**src/rtl/UART.vh**
```
// rtl/UART.vh - shared UART baud constants and parity mode encodings
`ifndef UART_VH
`define UART_VH

// Clock cycles per serial bit for common clock/baud pairs.
`define BAUD6M_CLK24M      4
`define BAUD3M_CLK24M      8
`define BAUD115200_CLK24M  208

// Parity mode encodings for the PARITY_MODE parameter.
`define UART_PARITY_NONE   0
`define UART_PARITY_EVEN   1
`define UART_PARITY_ODD    2

`endif

```
**src/rtl/uart_tx_cfg_pkg.sv**
```systemverilog
// rtl/uart_tx_cfg_pkg.sv - shared types, constants and parity helper for the UART transmitter
//
// Purpose: FSM state encoding, parity mode constants (taken from UART.vh)
// and the parity computation used when a word is popped from the FIFO.
package uart_tx_cfg_pkg;

`include "UART.vh"

  localparam int DEFAULT_CLKS_PER_BIT = `BAUD6M_CLK24M;
  localparam int PARITY_NONE          = `UART_PARITY_NONE;
  localparam int PARITY_EVEN          = `UART_PARITY_EVEN;
  localparam int PARITY_ODD           = `UART_PARITY_ODD;

  typedef enum logic [2:0] {
    ST_IDLE,
    ST_START,
    ST_DATA,
    ST_PARITY,
    ST_STOP
  } tx_state_e;

  // Data is zero-extended to 9 bits by the caller; the extra zeros do not
  // change the XOR, so one helper covers every legal DATA_BITS.
  function automatic logic parity_bit(input logic [8:0] data, input logic odd);
    return (^data) ^ odd;
  endfunction

endpackage

```
**src/rtl/uart_fifo.sv**
```systemverilog
// rtl/uart_fifo.sv - synchronous FIFO holding words queued for transmission
//
// Purpose: power-of-two deep FIFO with fall-through read data.
// Ports:
//   clk_i    - clock, rising edge
//   rst_ni   - asynchronous active-low reset (clears pointers and count)
//   push_i   - write wdata_i this edge (ignored when full)
//   wdata_i  - word to write
//   pop_i    - discard the head word this edge (ignored when empty)
//   rdata_o  - head word, valid whenever empty_o is 0
//   count_o  - number of words held
//   full_o   - count_o == DEPTH
//   empty_o  - count_o == 0
module uart_fifo #(
  parameter int WIDTH = 8,
  parameter int DEPTH = 4
) (
  input  logic                     clk_i,
  input  logic                     rst_ni,
  input  logic                     push_i,
  input  logic [WIDTH-1:0]         wdata_i,
  input  logic                     pop_i,
  output logic [WIDTH-1:0]         rdata_o,
  output logic [$clog2(DEPTH):0]   count_o,
  output logic                     full_o,
  output logic                     empty_o
);

  localparam int AW   = $clog2(DEPTH);
  localparam int CNTW = AW + 1;

  logic [WIDTH-1:0] mem_q [DEPTH];
  logic [AW-1:0]    wr_q, wr_d;
  logic [AW-1:0]    rd_q, rd_d;
  logic [CNTW-1:0]  count_q, count_d;
  logic             do_push, do_pop;

  assign full_o  = (count_q == CNTW'(DEPTH));
  assign empty_o = (count_q == '0);
  assign count_o = count_q;
  assign rdata_o = mem_q[rd_q];

  assign do_push = push_i & ~full_o;
  assign do_pop  = pop_i & ~empty_o;

  // DEPTH is a power of two, so plain pointer increment wraps correctly.
  always_comb begin
    wr_d    = wr_q;
    rd_d    = rd_q;
    count_d = count_q;
    if (do_push) wr_d = wr_q + AW'(1);
    if (do_pop)  rd_d = rd_q + AW'(1);
    case ({do_push, do_pop})
      2'b10:   count_d = count_q + CNTW'(1);
      2'b01:   count_d = count_q - CNTW'(1);
      default: count_d = count_q;
    endcase
  end

  always_ff @(posedge clk_i or negedge rst_ni) begin
    if (!rst_ni) begin
      wr_q    <= '0;
      rd_q    <= '0;
      count_q <= '0;
    end else begin
      wr_q    <= wr_d;
      rd_q    <= rd_d;
      count_q <= count_d;
    end
  end

  // Storage needs no reset: entries are only read after being written.
  always_ff @(posedge clk_i) begin
    if (do_push) mem_q[wr_q] <= wdata_i;
  end

endmodule

```
**src/rtl/uart_tx_cfg.sv**
```systemverilog
// rtl/uart_tx_cfg.sv - configurable UART transmitter with transmit FIFO
//
// Purpose: accepts words on a valid/ready handshake into a FIFO and sends
// them as UART frames: START, DATA_BITS data bits LSB first, optional
// parity, STOP_BITS stop bits. Frames follow each other with no idle gap.
// Ports:
//   clk        - sole clock, rising edge
//   reset      - asynchronous active-low reset
//   in_data    - word to transmit
//   in_valid   - in_data presented this cycle
//   in_ready   - FIFO can accept a word this cycle
//   tx         - serial line, idle high
//   tx_busy    - a frame is on the line
//   fifo_count - words held in the FIFO
module uart_tx_cfg
  import uart_tx_cfg_pkg::*;
#(
  parameter int CLKS_PER_BIT = DEFAULT_CLKS_PER_BIT,
  parameter int DATA_BITS    = 8,
  parameter int PARITY_MODE  = PARITY_EVEN,
  parameter int STOP_BITS    = 1,
  parameter int FIFO_DEPTH   = 4
) (
  input  logic                          clk,
  input  logic                          reset,
  input  logic [DATA_BITS-1:0]          in_data,
  input  logic                          in_valid,
  output logic                          in_ready,
  output logic                          tx,
  output logic                          tx_busy,
  output logic [$clog2(FIFO_DEPTH):0]   fifo_count
);

  localparam int             CW         = $clog2(CLKS_PER_BIT);
  localparam logic [CW-1:0]  BAUD_LAST  = CW'(CLKS_PER_BIT - 1);
  localparam logic [3:0]     DATA_LAST  = 4'(DATA_BITS - 1);
  localparam logic [3:0]     STOP_LAST  = 4'(STOP_BITS - 1);
  localparam logic           HAS_PARITY = (PARITY_MODE != PARITY_NONE);
  localparam logic           ODD_PARITY = (PARITY_MODE == PARITY_ODD);

  tx_state_e             state_q, state_d;
  logic [CW-1:0]         baud_q, baud_d;
  logic [3:0]            bit_q, bit_d;
  logic [DATA_BITS-1:0]  shift_q, shift_d;
  logic                  par_q, par_d;
  logic                  tx_q, tx_d;
  logic                  busy_q, busy_d;
  logic                  ready_q;

  logic                  push, pop;
  logic [DATA_BITS-1:0]  fifo_rdata;
  logic                  fifo_full, fifo_empty;
  logic [8:0]            word_ext;
  logic                  bit_end;

  uart_fifo #(
    .WIDTH (DATA_BITS),
    .DEPTH (FIFO_DEPTH)
  ) u_fifo (
    .clk_i   (clk),
    .rst_ni  (reset),
    .push_i  (push),
    .wdata_i (in_data),
    .pop_i   (pop),
    .rdata_o (fifo_rdata),
    .count_o (fifo_count),
    .full_o  (fifo_full),
    .empty_o (fifo_empty)
  );

  // ready_q holds in_ready low during reset and through the release edge.
  assign in_ready = ready_q & ~fifo_full;
  assign push     = in_valid & in_ready;
  assign tx       = tx_q;
  assign tx_busy  = busy_q;
  assign bit_end  = (baud_q == BAUD_LAST);

  always_comb begin
    word_ext = '0;
    word_ext[DATA_BITS-1:0] = fifo_rdata;
  end

  always_comb begin
    state_d = state_q;
    baud_d  = bit_end ? '0 : baud_q + CW'(1);
    bit_d   = bit_q;
    shift_d = shift_q;
    par_d   = par_q;
    tx_d    = tx_q;
    busy_d  = busy_q;
    pop     = 1'b0;

    case (state_q)
      ST_IDLE: begin
        baud_d = '0;
        tx_d   = 1'b1;
        busy_d = 1'b0;
        if (!fifo_empty) begin
          pop     = 1'b1;
          shift_d = fifo_rdata;
          par_d   = parity_bit(word_ext, ODD_PARITY);
          tx_d    = 1'b0;
          busy_d  = 1'b1;
          state_d = ST_START;
        end
      end

      ST_START: begin
        if (bit_end) begin
          state_d = ST_DATA;
          bit_d   = '0;
          tx_d    = shift_q[0];
          shift_d = shift_q >> 1;
        end
      end

      ST_DATA: begin
        if (bit_end) begin
          if (bit_q == DATA_LAST) begin
            bit_d = '0;
            if (HAS_PARITY) begin
              state_d = ST_PARITY;
              tx_d    = par_q;
            end else begin
              state_d = ST_STOP;
              tx_d    = 1'b1;
            end
          end else begin
            bit_d   = bit_q + 4'd1;
            tx_d    = shift_q[0];
            shift_d = shift_q >> 1;
          end
        end
      end

      ST_PARITY: begin
        if (bit_end) begin
          state_d = ST_STOP;
          bit_d   = '0;
          tx_d    = 1'b1;
        end
      end

      ST_STOP: begin
        if (bit_end) begin
          if (bit_q == STOP_LAST) begin
            bit_d = '0;
            // Chain straight into the next START when more words wait.
            if (!fifo_empty) begin
              pop     = 1'b1;
              shift_d = fifo_rdata;
              par_d   = parity_bit(word_ext, ODD_PARITY);
              tx_d    = 1'b0;
              state_d = ST_START;
            end else begin
              tx_d    = 1'b1;
              busy_d  = 1'b0;
              state_d = ST_IDLE;
            end
          end else begin
            bit_d = bit_q + 4'd1;
          end
        end
      end

      default: begin
        state_d = ST_IDLE;
        baud_d  = '0;
        bit_d   = '0;
        tx_d    = 1'b1;
        busy_d  = 1'b0;
      end
    endcase
  end

  always_ff @(posedge clk or negedge reset) begin
    if (!reset) begin
      state_q <= ST_IDLE;
      baud_q  <= '0;
      bit_q   <= '0;
      shift_q <= '0;
      par_q   <= 1'b0;
      tx_q    <= 1'b1;
      busy_q  <= 1'b0;
      ready_q <= 1'b0;
    end else begin
      state_q <= state_d;
      baud_q  <= baud_d;
      bit_q   <= bit_d;
      shift_q <= shift_d;
      par_q   <= par_d;
      tx_q    <= tx_d;
      busy_q  <= busy_d;
      ready_q <= 1'b1;
    end
  end

endmodule
```
**config.mk**
```make
export PLATFORM = sky130hd
export DESIGN_NAME = uart_tx_cfg
export DESIGN_NICKNAME = d
export VERILOG_FILES = /design/src/rtl/uart_tx_cfg_pkg.sv /design/src/rtl/uart_fifo.sv /design/src/rtl/uart_tx_cfg.sv
export VERILOG_INCLUDE_DIRS = /design/src /design/src/rtl
export SDC_FILE = /design/constraint.sdc
export NUM_CORES = 1
export LEC_CHECK = 0
export CAP_MARGIN = 20
export CORE_MARGIN = 3
export CORE_UTILIZATION = 37
export DETAILED_ROUTE_END_ITERATION = 7
export PLACE_DENSITY = 0.52
export SYNTH_ARGS = -nofsm -noshare
export SYNTH_HDL_FRONTEND = slang
export SYNTH_SLANG_ARGS = --single-unit
```
**constraint.sdc**
```tcl
create_clock -name clk -period 3.1 [get_ports clk]
set_input_delay 0.62 -clock clk [delete_from_list [all_inputs] [get_ports clk]]
set_output_delay 0.62 -clock clk [all_outputs]
set_load 0.01 [all_outputs]
```
==> results.ini, run 1 <==
[run_status]
outcome = finished, final reports clean

[finish]
drive_gt1_frac = 0.181
num-fill-cells = 690
finish.utilization = 0.446
final_design_instance_area_without_fill_um2 = 3280
final_net_count = 253
antenna_cells = 0
layoutNonFillerInstCount = 337
syn_to_final_growth_pct = 15.1

[place]
placement.cell_area_um2 = 3110
port_buffers = 16
placedCellCount = 321
detailed_place_hpwl_um = 3280
place.gp.congestion = 0.733

[clocking]
clockBufferDepth = 2
cts_tree = built
clock_sinks = 60
ctsRootBufferMaster = sky130_fd_sc_hd__clkbuf_8
clkTransAtPathRegs_ps = 80
htree_levels = 3
insertion_delay_ps = 340
cts_post_setup_buffers_inserted = 0
cts_buffers = 9
postCtsResizedCells = 0
number_of_hold_repair_buffers_added_at_the_cts_stage = 0

[worst_setup_path]
kind_of_end_point_of_the_critical_path = register
critPathLaunchType = register
worst-endpoint-arrival_ps = 2750
critPathKind = register to register
critPathMaxFanout = 5
reg2reg_depth = 12
worst-endpoint-required_ps = 3360

[logic_synthesis]
netlist_instances = 207
postSynth.asyncResetShare = 0.467
netlist_area_um2 = 2850
synth_largest_area_cell = sky130_fd_sc_hd__edfxtp_1
count_of_synthesis_stage_warnings_from_yosys = 0
syn_avg_cell_area_um2 = 13.8
number_of_enable_type_register_cells_in_the_synthesized_netlist = 32
netlist.area_leader.share = 0.337
commonest_register_cell_after_synthesis = sky130_fd_sc_hd__edfxtp_1
yosys-top-cells-area = sky130_fd_sc_hd__edfxtp_1 34%, sky130_fd_sc_hd__dfrtp_1 24%, sky130_fd_sc_hd__mux4_2 6.3%
syn_nets = 227
synth_seq_cells = 60
netlist-cell-type-count = 44
yosysSeqAreaShare = 0.583

[drt]
drt-initial-drc-count = 95
dr_total_vias = 1606
routed_length_on_met2_um = 2120
detail_route.wirelength.met1_um = 2310
remaining_drc_errors = 0
postRouteWirelength_um = 4650
highest_layer = met4
drt_first_pass_iters = 4
post_drt_wl_per_cell_um = 13.8
dr_wl_met3_um = 153
detail-route-antenna-nets = 0
vias_per_cell = 4.77

[die]
die_width_um = 93.8
die_area_um2 = 8800
initial_core_util = 0.387
fp.coreArea_um2 = 7370
std_cell_rows = 31
ios = 17
die_height_um = 93.8

[timing]
max_freq_ghz = 0.401
finalHoldViolations = 0
finalWorstPathRequiredPeriod_ps = 2490
rsz0062_at_grt = false
timing.final.max_slew_violations = 0
final_min_period_over_clock_period = 0.805
finalSetupViolCount = 0
fin_skew_ps = 9.32
maxSlewHeadroom = 0.566
tns_ps = 0
tightest_slew_ps = 649

[grt]
global_route.overflow_total = 0
grt_max_degree = 17
vias_in_the_first_global_route = 1660
grt_first_pass_wirelength_um = 8120
antenna_found_initial = 0
gr-usage-all-layers = 0.123

[pwr]
p_leak_nw = 1.28
p_clk_frac = 0.194
power_frac_comb = 0.420
report.power.total_mw = 3.25
vdd.ir_drop.worst_mv = 0.356
power.net_switching_mw = 1.19
p_seq_frac = 0.387
internal_power_contribution_mw = 2.06
switching_share = 0.367
pwr_density_cell_nw_per_um2 = 991

[worst_hold_path]
worstHoldPathType = register to register
min_delay_path_depth = 1

[flow_run]
drv.max_cap_violation_count = 0

## power groups by stage
stage / Combinational, mW / Sequential, mW / Clock (mW)
2_1_floorplan: 1.19 / 1.18 / 0
3_3_place_gp: 1.38 / 1.28 / 0
3_5_place_dp: 1.39 / 1.28 / 0
4_1_cts: 1.39 / 1.26 / 0.646
5_1_grt: 1.54 / 1.30 / 0.693
6_report: 1.36 / 1.26 / 0.631
## per-layer routing
| layer | global-route usage | vias to the layer above |
|---|---|---|
| met5 | 0 | - |
| met4 | 0.0578 | 0 |
| met3 | 0.0369 | 8 |
| met2 | 0.180 | 24 |
| met1 | 0.166 | 774 |
| li1 | - | 800 |
## critical path, cell delays in order (launching register included)
cell,delay [ps]
sky130_fd_sc_hd__dfrtp_1,430
sky130_fd_sc_hd__inv_1,80
sky130_fd_sc_hd__ha_1,130
sky130_fd_sc_hd__nor3b_1,190
sky130_fd_sc_hd__buf_4,160
sky130_fd_sc_hd__a21oi_1,120
sky130_fd_sc_hd__nor4_4,250
sky130_fd_sc_hd__ha_1,230
sky130_fd_sc_hd__inv_1,60
sky130_fd_sc_hd__fa_1,370
sky130_fd_sc_hd__xor2_1,150
sky130_fd_sc_hd__nor2_1,110
sky130_fd_sc_hd__xor2_1,150
## cells in the mapped netlist (all sizes together), types with 2 or more instances
cell,n
edfxtp,32
dfrtp,27
a21oi,15
nor2,15
inv,13
xnor2,11
mux2i,9
o21ai,9
ha,8
mux4,8
nand2,8
clkbuf,5
xor2,5
a21o,4
and3,4
nand2b,3
nor3,3
a31oi,2
buf,2
nand3,2
nand3b,2
or3,2
## state kept, by name, summed over array words and instances, names as in the netlist, 2 cells and up
| name | flops |
|---|---|
| u_fifo.mem_q | 32 |
| shift_q | 8 |
| bit_q | 4 |
| state_q | 3 |
| u_fifo.count_o | 3 |
| baud_q | 2 |
| u_fifo.rd_q | 2 |
| u_fifo.wr_q | 2 |
## layout make-up
type / count / area (um^2) / share of cell area
Timing Repair Buffer: 22 / 205 / 0.0625
Multi-Input combinational cell: 126 / 1060 / 0.324
Inverter: 14 / 52.6 / 0.0160
Clock buffer: 9 / 124 / 0.0377
Clock inverter: 7 / 52.6 / 0.0160
Sequential cell: 60 / 1660 / 0.506
Tap cell: 99 / 124 / 0.0377
## placed cells by master, fill, tap and decap left out, types with 2 or more instances in the layout
| cell type | n |
|---|---|
| sky130_fd_sc_hd__edfxtp_1 | 32 |
| sky130_fd_sc_hd__dfrtp_1 | 27 |
| sky130_fd_sc_hd__clkdlybuf4s50_1 | 16 |
| sky130_fd_sc_hd__nor2_1 | 15 |
| sky130_fd_sc_hd__inv_1 | 13 |
| sky130_fd_sc_hd__a21oi_1 | 12 |
| sky130_fd_sc_hd__xnor2_1 | 11 |
| sky130_fd_sc_hd__o21ai_0 | 9 |
| sky130_fd_sc_hd__mux2i_1 | 9 |
| sky130_fd_sc_hd__clkbuf_8 | 9 |
| sky130_fd_sc_hd__nand2_1 | 8 |
| sky130_fd_sc_hd__mux4_2 | 8 |
| sky130_fd_sc_hd__ha_1 | 8 |
| sky130_fd_sc_hd__buf_4 | 6 |
| sky130_fd_sc_hd__xor2_1 | 5 |
| sky130_fd_sc_hd__and3_1 | 4 |
| sky130_fd_sc_hd__nor3_1 | 3 |
| sky130_fd_sc_hd__a21o_1 | 3 |
| sky130_fd_sc_hd__nand2b_1 | 3 |
| sky130_fd_sc_hd__a21oi_2 | 3 |
| sky130_fd_sc_hd__clkinv_4 | 3 |
| sky130_fd_sc_hd__a31oi_1 | 2 |
| sky130_fd_sc_hd__nand3b_1 | 2 |
| sky130_fd_sc_hd__or3_2 | 2 |
| sky130_fd_sc_hd__nand3_1 | 2 |
| sky130_fd_sc_hd__clkinv_2 | 2 |
## worst paths after layout
check | startpoint | to | slack (ps)
max | bit_q[0] | u_fifo.count_o[2] | 610
min | baud_q[0] | baud_q[0] | 450
max reg2reg | bit_q[0] | u_fifo.count_o[2] | 610
min reg2reg | baud_q[0] | baud_q[0] | 450
max in group asynchronous | reset | u_fifo.rd_q[1] | 1770
min in group asynchronous | reset | bit_q[0] | 680
## through the flow
stage / worst slack (ps) / hold slack, ps
2_1_floorplan: 514 / 324
3_3_place_gp: 629 / 435
3_5_place_dp: 620 / 436
4_1_cts: 582 / 450
5_1_grt: 418 / 467
6_report: 605 / 451
## logic make-up (layout without fill, tap and decap cells)
family | count (synthesis) | count (layout) | synth area share
other cells | 1 | 1 | 0.00131
buf+inv | 21 | 52 | 0.0447
simple gates | 46 | 46 | 0.0952
xor+xnor | 16 | 16 | 0.0491
mux | 18 | 18 | 0.0987
flops | 60 | 60 | 0.583
compound gates | 36 | 36 | 0.0860
fa+ha+maj | 9 | 9 | 0.0421
Power figures use the tool's default switching activity.
==> run 2: changes to the inputs <==
==> constraint.sdc (replaced) <==
create_clock -name clk -period 2.3 [get_ports clk]
set_input_delay 0.46 -clock clk [delete_from_list [all_inputs] [get_ports clk]]
set_output_delay 0.46 -clock clk [all_outputs]
set_load 0.01 [all_outputs]
==> run 2 against run 1 <==
  * Clock skew is 3.1 ps lower
  * Critical path depth down 1
  * Worst hold slack got worse by 5.4 ps
  * Highest routed layer unchanged
  * Sequential power rose by 28%
  * Final cell count rose by 3.0%
  * Routed wire length is 7.8% higher
==> results.ini, run 2 (synthesis results as in run 1) <==
[finish]
finish.utilization = 0.463
num-fill-cells = 699
syn_to_final_growth_pct = 19.7
antenna_cells = 0
drive_gt1_frac = 0.234
layout.cells.most_common_list = 32 x sky130_fd_sc_hd__edfxtp_1, 27 x sky130_fd_sc_hd__dfrtp_1, 16 x sky130_fd_sc_hd__clkdlybuf4s50_1, 15 x sky130_fd_sc_hd__nor2_1, 15 x sky130_fd_sc_hd__buf_4
layout_commonest_cell = sky130_fd_sc_hd__edfxtp_1
largest_register_ffs = 32
regMostFlops = u_fifo.mem_q
final_net_count = 263
biggestRegsByFlops = u_fifo.mem_q (32), shift_q (8), bit_q (4)
layoutNonFillerInstCount = 347

[clocking]
cts_tree = built
htree_levels = 3
clock_sinks = 60
clockBufferDepth = 2
ctsRootBufferMaster = sky130_fd_sc_hd__clkbuf_8
insertion_delay_ps = 340
cts_buffers = 9
clkTransAtPathRegs_ps = 70
number_of_hold_repair_buffers_added_at_the_cts_stage = 0

[timing]
max_freq_ghz = 0.455
finalSetupViolCount = 0
final_min_period_over_clock_period = 0.956
maxSlewHeadroom = 0.630
fin_skew_ps = 6.18
rsz0062_at_grt = true
tightest_slew_ps = 555
timing.final.max_slew_violations = 0
finalHoldViolations = 0
finalWorstPathRequiredPeriod_ps = 2200

[grt]
grt_first_pass_wirelength_um = 8710
global_route.overflow_total = 0
gr-usage-all-layers = 0.133
vias_in_the_first_global_route = 1727
grt_max_degree = 29
antenna_found_initial = 0

[worst_hold_path]
min_delay_path_depth = 1
worstHoldPathType = register to register

[worst_setup_path]
worst-endpoint-arrival_ps = 2460
reg2reg_depth = 11
critPathKind = register to register
critPathLaunchType = register
critPathMaxFanout = 2
kind_of_end_point_of_the_critical_path = register
regToRegSetupSlack_ps = 100
worst-endpoint-required_ps = 2560

[place]
detailed_place_hpwl_um = 3460
placedCellCount = 329
place.gp.congestion = 0.703
port_buffers = 16

[drt]
remaining_drc_errors = 0
drt_first_pass_iters = 4
detail-route-antenna-nets = 0
vias_per_cell = 4.82
dr_total_vias = 1674
drt-initial-drc-count = 64
post_drt_wl_per_cell_um = 14.5
postRouteWirelength_um = 5020

[die]
initial_core_util = 0.387
fp.coreArea_um2 = 7370
die_height_um = 93.8
die_width_um = 93.8
die_area_um2 = 8800
std_cell_rows = 31
ios = 17

[pwr]
p_leak_nw = 1.34
vdd.ir_drop.worst_mv = 0.686
pwr_density_cell_nw_per_um2 = 1370

[run_status]
outcome = finished, final reports clean

[flow_run]
drv.max_cap_violation_count = 0

-- run 2: what timing repair did --
action	CTS	global route
setup endpoints to repair	1	1
pin swaps	2	1
buffers inserted	1	1
hold endpoints to repair	0	0
resized for setup	0	1
-- run 2: final timing paths --
kind | startpoint | to
max in group asynchronous | reset | tx
hold / removal | baud_q[0] | baud_q[0]
setup / recovery | bit_q[0] | u_fifo.count_o[2]
hold reg to reg | baud_q[0] | baud_q[0]
min in group asynchronous | reset | u_fifo.rd_q[1]
setup reg to reg | bit_q[0] | u_fifo.count_o[2]
-- run 2: where the power goes --
part	internal, mW	total [mW]	switching [mW]
Combinational	1.11	2.12	1.01
Clock	0.505	0.961	0.456
Sequential	1.42	1.61	0.190
-- run 2: cell type report --
class / count / area (um^2) / share of cell area
Clock buffer: 9 / 124 / 0.0363
Clock inverter: 7 / 76.3 / 0.0224
Inverter: 14 / 52.6 / 0.0154
Multi-Input combinational cell: 126 / 1080 / 0.317
Sequential cell: 60 / 1660 / 0.487
Tap cell: 99 / 124 / 0.0363
Timing Repair Buffer: 32 / 293 / 0.0857
-- run 2: stage by stage --
stage	setup WS, ps	total power, mW	instance area, um^2	hold slack, ps	TNS (ps)
2_1_floorplan	-85.5	3.20	2870	164	-85.5
3_3_place_gp	40.2	3.70	3200	428	0
3_5_place_dp	-24.1	3.75	3200	437	-24.1
4_1_cts	67.7	4.75	3410	449	0
5_1_grt	-51.1	5.06	3410	500	-51.1
6_report	101	4.69	3410	446	0
-- run 2: per-layer routing --
metal	wire length [um]	track usage
met1	2400	0.179
met2	2370	0.196
met4	82	0.0614
met5	0	0
met3	162	0.0409
-- run 2: worst max-delay path, stage by stage, from the launching register on --
cell and delay (ps):
sky130_fd_sc_hd__dfrtp_1 380, sky130_fd_sc_hd__inv_1 70, sky130_fd_sc_hd__ha_1 150, sky130_fd_sc_hd__nor3b_4 210, sky130_fd_sc_hd__a21oi_2 110, sky130_fd_sc_hd__nor4_4 180
sky130_fd_sc_hd__ha_2 230, sky130_fd_sc_hd__inv_1 60, sky130_fd_sc_hd__fa_2 330, sky130_fd_sc_hd__xor2_1 140, sky130_fd_sc_hd__nor2_1 120, sky130_fd_sc_hd__xor2_1 150
==> run 3: changes to the inputs <==
--- a/config.mk
+++ b/config.mk
@@ -8,9 +8,10 @@
 export LEC_CHECK = 0
 export CAP_MARGIN = 20
 export CORE_MARGIN = 3
-export CORE_UTILIZATION = 37
+export CORE_UTILIZATION = 31
 export DETAILED_ROUTE_END_ITERATION = 7
-export PLACE_DENSITY = 0.52
+export PLACE_DENSITY = 0.45
 export SYNTH_ARGS = -nofsm -noshare
 export SYNTH_HDL_FRONTEND = slang
+export SYNTH_HIERARCHICAL = 1
 export SYNTH_SLANG_ARGS = --single-unit
==> run 3 against run 2 <==
  * The flow now finishes with violations (setup timing)
  * Flip-flop and latch count did not move
  * First-iteration DRC count rose by 1.6%
  * Design area rose by 4.4%
  * Sequential power barely moved
  * Count of clock-buffer cells in the layout did not move
  * Critical path depth did not move
  * Maximum frequency fell by 11%
  * Synthesized area rose by 1.4%
  * Non-clock buffer count rose by 7
  * Sequential share of layout area fell by 2.1 points
  * Global-route usage fell by 2.1 points
  * Die area rose by 20%
  * Critical endpoint is now u_fifo/count_o[2]
  * Largest cell class unchanged
  * Highest routed layer unchanged
==> results.ini, run 3 <==
[flow_run]
drv.max_cap_violation_count = 0

[die]
initial_core_util = 0.325
fp.coreArea_um2 = 8890
die_area_um2 = 10500
die_height_um = 103
die_width_um = 103
std_cell_rows = 34
ios = 17

[grt]
vias_in_the_first_global_route = 1791
global_route.overflow_total = 0
grt_max_degree = 29
grt_first_pass_wirelength_um = 8890
antenna_found_initial = 0
gr-usage-all-layers = 0.112

[clocking]
clkTransAtPathRegs_ps = 70
htree_levels = 3
clock_sinks = 60
cts_buffers = 9
cts_tree = built
number_of_hold_repair_buffers_added_at_the_cts_stage = 0
ctsRootBufferMaster = sky130_fd_sc_hd__clkbuf_8
clockBufferDepth = 2
insertion_delay_ps = 330

[logic_synthesis]
count_of_synthesis_stage_warnings_from_yosys = 6
syn_avg_cell_area_um2 = 13.9
netlist_area_um2 = 2890
postSynth.asyncResetShare = 0.467
synth_largest_area_cell = sky130_fd_sc_hd__edfxtp_1
number_of_enable_type_register_cells_in_the_synthesized_netlist = 32
netlist_instances = 208
synth_seq_cells = 60
yosys-top-cells-area = sky130_fd_sc_hd__edfxtp_1 33%, sky130_fd_sc_hd__dfrtp_1 23%, sky130_fd_sc_hd__mux4_2 6.2%
netlist-cell-type-count = 47
commonest_register_cell_after_synthesis = sky130_fd_sc_hd__edfxtp_1
yosysSeqAreaShare = 0.575
synth.cells.most_frequent = 32 x sky130_fd_sc_hd__edfxtp_1, 27 x sky130_fd_sc_hd__dfrtp_1, 15 x sky130_fd_sc_hd__mux2_2
synthMostInstantiatedCell = sky130_fd_sc_hd__edfxtp_1
netlist.area_leader.share = 0.332
syn_nets = 228

[pwr]
vdd.ir_drop.worst_mv = 0.406
report.power.total_mw = 4.77
p_leak_nw = 1.38
pwr_density_cell_nw_per_um2 = 1340
power.net_switching_mw = 1.61
power_frac_comb = 0.466
p_clk_frac = 0.197
switching_share = 0.337
p_seq_frac = 0.337
internal_power_contribution_mw = 3.17

[worst_setup_path]
critPathMaxFanout = 3
rr_startpoint = bit_q[0]
critPathLaunchType = register
critical_path.reg2reg.endpoint = u_fifo/count_o[2]
regToRegSetupSlack_ps = -180
worst-endpoint-required_ps = 2560
worst-endpoint-arrival_ps = 2730
critPathKind = register to register
kind_of_end_point_of_the_critical_path = register
reg2reg_depth = 11

[place]
port_buffers = 16
place.gp.congestion = 0.742
dp_slack_ps = -220
detailed_place_hpwl_um = 3750
placement.cell_area_um2 = 3340
placedCellCount = 346

[finish]
layoutNonFillerInstCount = 364
final_net_count = 271
layout.cells.most_common_list = 32 x sky130_fd_sc_hd__edfxtp_1, 27 x sky130_fd_sc_hd__dfrtp_1, 23 x sky130_fd_sc_hd__buf_4, 16 x sky130_fd_sc_hd__clkdlybuf4s50_1, 15 x sky130_fd_sc_hd__mux2_2
num-fill-cells = 845
syn_to_final_growth_pct = 23.3
final_design_instance_area_without_fill_um2 = 3560
finish.utilization = 0.401
antenna_cells = 0
drive_gt1_frac = 0.324
largest_register_ffs = 32
biggestRegsByFlops = u_fifo/mem_q (32), shift_q (8), bit_q (4)
regMostFlops = u_fifo/mem_q
layout_commonest_cell = sky130_fd_sc_hd__edfxtp_1

[timing]
rsz0062_at_grt = true
hold_ws_ps = 506
setup_slack_ps = -177
finalWorstPathRequiredPeriod_ps = 2480
fin_skew_ps = 6.28
finalHoldViolations = 0
timing.final.max_slew_violations = 0
final_min_period_over_clock_period = 1.08
finalSetupViolCount = 2
max_freq_ghz = 0.404
tns_ps = -223

[drt]
post_drt_wl_per_cell_um = 14.5
postRouteWirelength_um = 5260
drt_first_pass_iters = 2
detail-route-antenna-nets = 0
dr_total_vias = 1708
drt-initial-drc-count = 65
remaining_drc_errors = 0
vias_per_cell = 4.69

[worst_hold_path]
worstHoldPathType = input pin to asynchronous set/reset pin

[run_status]
outcome = finished, violations left
failed_checks = setup timing

-- run 3: worst max path at each step --
stage | startpoint | end | depth (start not counted)
2_1_floorplan | bit_q[1] | u_fifo/count_o[2] | 11
3_3_place_gp | bit_q[0] | u_fifo/count_o[2] | 11
3_5_place_dp | bit_q[0] | u_fifo/count_o[2] | 11
4_1_cts | bit_q[0] | u_fifo/count_o[2] | 11
5_1_grt | baud_q[0] | u_fifo/count_o[2] | 10
6_report | bit_q[0] | u_fifo/count_o[2] | 11
-- run 3: cell families (layout without fill, tap and decap cells) --
kind of cell,Yosys count,in the layout,share of synthesized area
other,1,1,0.00130
multiplexers,26,26,0.133
XOR/XNOR,16,16,0.0485
buffers and inverters,21,69,0.0286
AND/OR/NAND/NOR,45,45,0.0969
flip-flops,60,60,0.575
adder cells (fa/ha/maj),10,10,0.0450
AO/OA/AOI/OAI,29,29,0.0718
-- run 3: power groups by stage --
stage	registers, mW	logic (mW)	clock network, mW
3_5_place_dp	1.64	2.22	0
2_1_floorplan	1.58	1.64	0
6_report	1.61	2.22	0.940
5_1_grt	1.65	2.51	1.02
4_1_cts	1.62	2.27	0.983
3_3_place_gp	1.64	2.23	0
-- run 3: final cells by class --
type,count,area [um^2],area share
flip-flops and latches,60,1660,0.466
clock buffers,9,124,0.0347
repair buffers,39,333,0.0934
multi-input cells,127,1180,0.331
inverters,14,52.6,0.0147
clock inverters,7,76.3,0.0214
well taps,108,135,0.0379
-- run 3: critical path: stages, from the launching register on --
cell	delay, ps
sky130_fd_sc_hd__dfrtp_1	390
sky130_fd_sc_hd__inv_2	90
sky130_fd_sc_hd__ha_4	120
sky130_fd_sc_hd__or4bb_4	470
sky130_fd_sc_hd__a211oi_2	230
sky130_fd_sc_hd__o31a_2	210
sky130_fd_sc_hd__ha_4	140
sky130_fd_sc_hd__inv_2	30
sky130_fd_sc_hd__fa_2	320
sky130_fd_sc_hd__xor2_1	140
sky130_fd_sc_hd__nor2_1	130
sky130_fd_sc_hd__xor2_1	150
-- run 3: repair_timing --
action	4_1_cts	5_1_grt
setup endpoints to repair	2	2
setup buffers	2	0
gates resized for setup	5	0
-- run 3: routing by layer --
metal  track usage  share of wire  wire (um)  up-vias
li1              -              -          -      842
met1         0.154           0.49       2600      844
met2         0.169           0.47       2470       15
met3        0.0223          0.024        126        7
met4        0.0575          0.013         68        0
met5             0              0          0        -
==> RTL edit (settings of run 2) <==
Encoding of `tx_state_e`: now one-hot (5 bits for 5 states).
--- a/src/rtl/uart_tx_cfg_pkg.sv
+++ b/src/rtl/uart_tx_cfg_pkg.sv
@@ -13,8 +13,8 @@
 
-  typedef enum logic [2:0] {
-    ST_IDLE,
-    ST_START,
-    ST_DATA,
-    ST_PARITY,
-    ST_STOP
+  typedef enum logic [4:0] {
+    ST_IDLE   = 5'b00001,
+    ST_START  = 5'b00010,
+    ST_DATA   = 5'b00100,
+    ST_PARITY = 5'b01000,
+    ST_STOP   = 5'b10000
   } tx_state_e;
Function: same outputs for any inputs over 10 cycles, from zero or initial values and one cycle with reset low; not proved beyond that.
==> RTL edit against run 2 <==
Fmax decreased by 7.1%. Synthesized area up 4.0%. The flow now finishes with violations (negative setup slack). Setup slack worse by 0.17 ns. Final area up 8.5%. Clock power down 5.9%. Sequential cell count grew 2. Total power up 5.0%. Die area grew 3.7%. Routed wire length grew 15%.
==> RTL edit: results (changes against run 2) <==
\begin{tabular}{lr}
\hline
Metric & Value \\
\hline
\multicolumn{2}{l}{\textbf{Layout}} \\
\quad Comb\_multi\_in & 140 (+11\%) \\
\quad Count of filler cells inserted in the layout & 713 (+2.0\%) \\
\quad Sequential share of cell area & 46.3\% (-2.4 points) \\
\quad Proportion of layout cells with a drive suffix above 1 & 29.9\% (+6.5 points) \\
\quad Area occupied by registers & 0.00171 mm\^{}2 (+3.1\%) \\
\quad Data-path buffer share of cell area in the final layout & 10.9\% (+2.4 points) \\
\quad Number of nets in the layout & 293 (+11\%) \\
\multicolumn{2}{l}{\textbf{Synth}} \\
\quad Adder and majority gate portion of the synthesized area & 4.05\% (-0.16 points) \\
\quad Average instance area after synthesis & 13.4 um\^{}2 (-3.0\%) \\
\quad Top cells by area, synth & sky130\_fd\_sc\_hd\_\_edfxtp\_1 32\%, sky130\_fd\_sc\_hd\_\_dfrtp\_1 24\%, sky130\_fd\_sc\_hd\_\_mux4\_2 6.1\% \\
\quad Sequential element share of the synthesized area & 57.8\% (-0.51 points) \\
\quad Parity-gate share of the synthesized area counting xor and xnor cells & 4.72\% (-0.19 points) \\
\quad Commonest cells in the netlist & 32 x sky130\_fd\_sc\_hd\_\_edfxtp\_1, 28 x sky130\_fd\_sc\_hd\_\_dfrtp\_1, 14 x sky130\_fd\_sc\_hd\_\_mux2\_2 \\
\quad Total nets after synthesis & 242 (+6.6\%) \\
\quad Multiplexer fraction of the synthesized cell area & 12.4\% (+2.5 points) \\
\multicolumn{2}{l}{\textbf{Routing}} \\
\quad Via-to-Cell Ratio & 5.08 (+5.2\%) \\
\quad Routed met1 length & 2710 um (+13\%) \\
\quad Routed length on met3 & 232 um (+43\%) \\
\quad Final WL & 5760 um (+15\%) \\
\quad Met2 Wirelength & 2720 um (+15\%) \\
\multicolumn{2}{l}{\textbf{Clock network}} \\
\quad Number of clock sinks & 62 (+3.3\%) \\
\multicolumn{2}{l}{\textbf{Timing}} \\
\quad Worst Slack Setup Final & -0.0677 ns (-0.169 ns) \\
\quad Count of final setup violators & 1 (+1) \\
\quad Sum of negative setup slack & -0.0677 ns (-0.0677 ns) \\
\multicolumn{2}{l}{\textbf{Setup path}} \\
\quad Cell with the largest stage delay on the worst path & sky130\_fd\_sc\_hd\_\_or4\_4 \\
\quad Critical path's top delay family & simple AND/OR/NAND/NOR gates \\
\quad Largest stage delay, worst path & 0.44 ns (+0.06 ns) \\
\multicolumn{2}{l}{\textbf{Global routing}} \\
\quad Met1 track demand over resource & 18.8\% (+0.90 points) \\
\quad Total GRT Usage & 14.4\% (+1.1 points) \\
\multicolumn{2}{l}{\textbf{Status}} \\
\quad Violated checks & negative setup slack \\
\quad Outcome & complete, but fails checks \\
\multicolumn{2}{l}{\textbf{Power}} \\
\quad Internal power summed over all cells & 3140 uW (+3.8\%) \\
\quad Sequential Power & 1660 uW (+3\%) \\
\multicolumn{2}{l}{\textbf{Placement}} \\
\quad Hpwl dp & 4020 um (+16\%) \\
\quad Area post-placement & 0.00347 mm\^{}2 (+8.3\%) \\
\hline
\end{tabular}
## RTL edit: cell types whose count changed after synthesis, moves of 3 or more
cell                              run 2  this run
sky130_fd_sc_hd__o21ai_0              9         5
sky130_fd_sc_hd__nor3_1               3         6
sky130_fd_sc_hd__a21oi_1             12         5
sky130_fd_sc_hd__or4_1                0         3
sky130_fd_sc_hd__nand4_1              0         3
sky130_fd_sc_hd__nor2_1              15        12
sky130_fd_sc_hd__mux2i_1              9         3
sky130_fd_sc_hd__clkbuf_8             4         0
sky130_fd_sc_hd__nand3_1              2         7
sky130_fd_sc_hd__mux2_2               1        14
## RTL edit: metrics by stage
step	setup WS (ns)	total power (uW)
2_1_floorplan	-0.182	3250
3_3_place_gp	-0.0872	4010
6_report	-0.0677	4920
3_5_place_dp	-0.123	4020
5_1_grt	-0.217	5310
4_1_cts	-0.145	4950
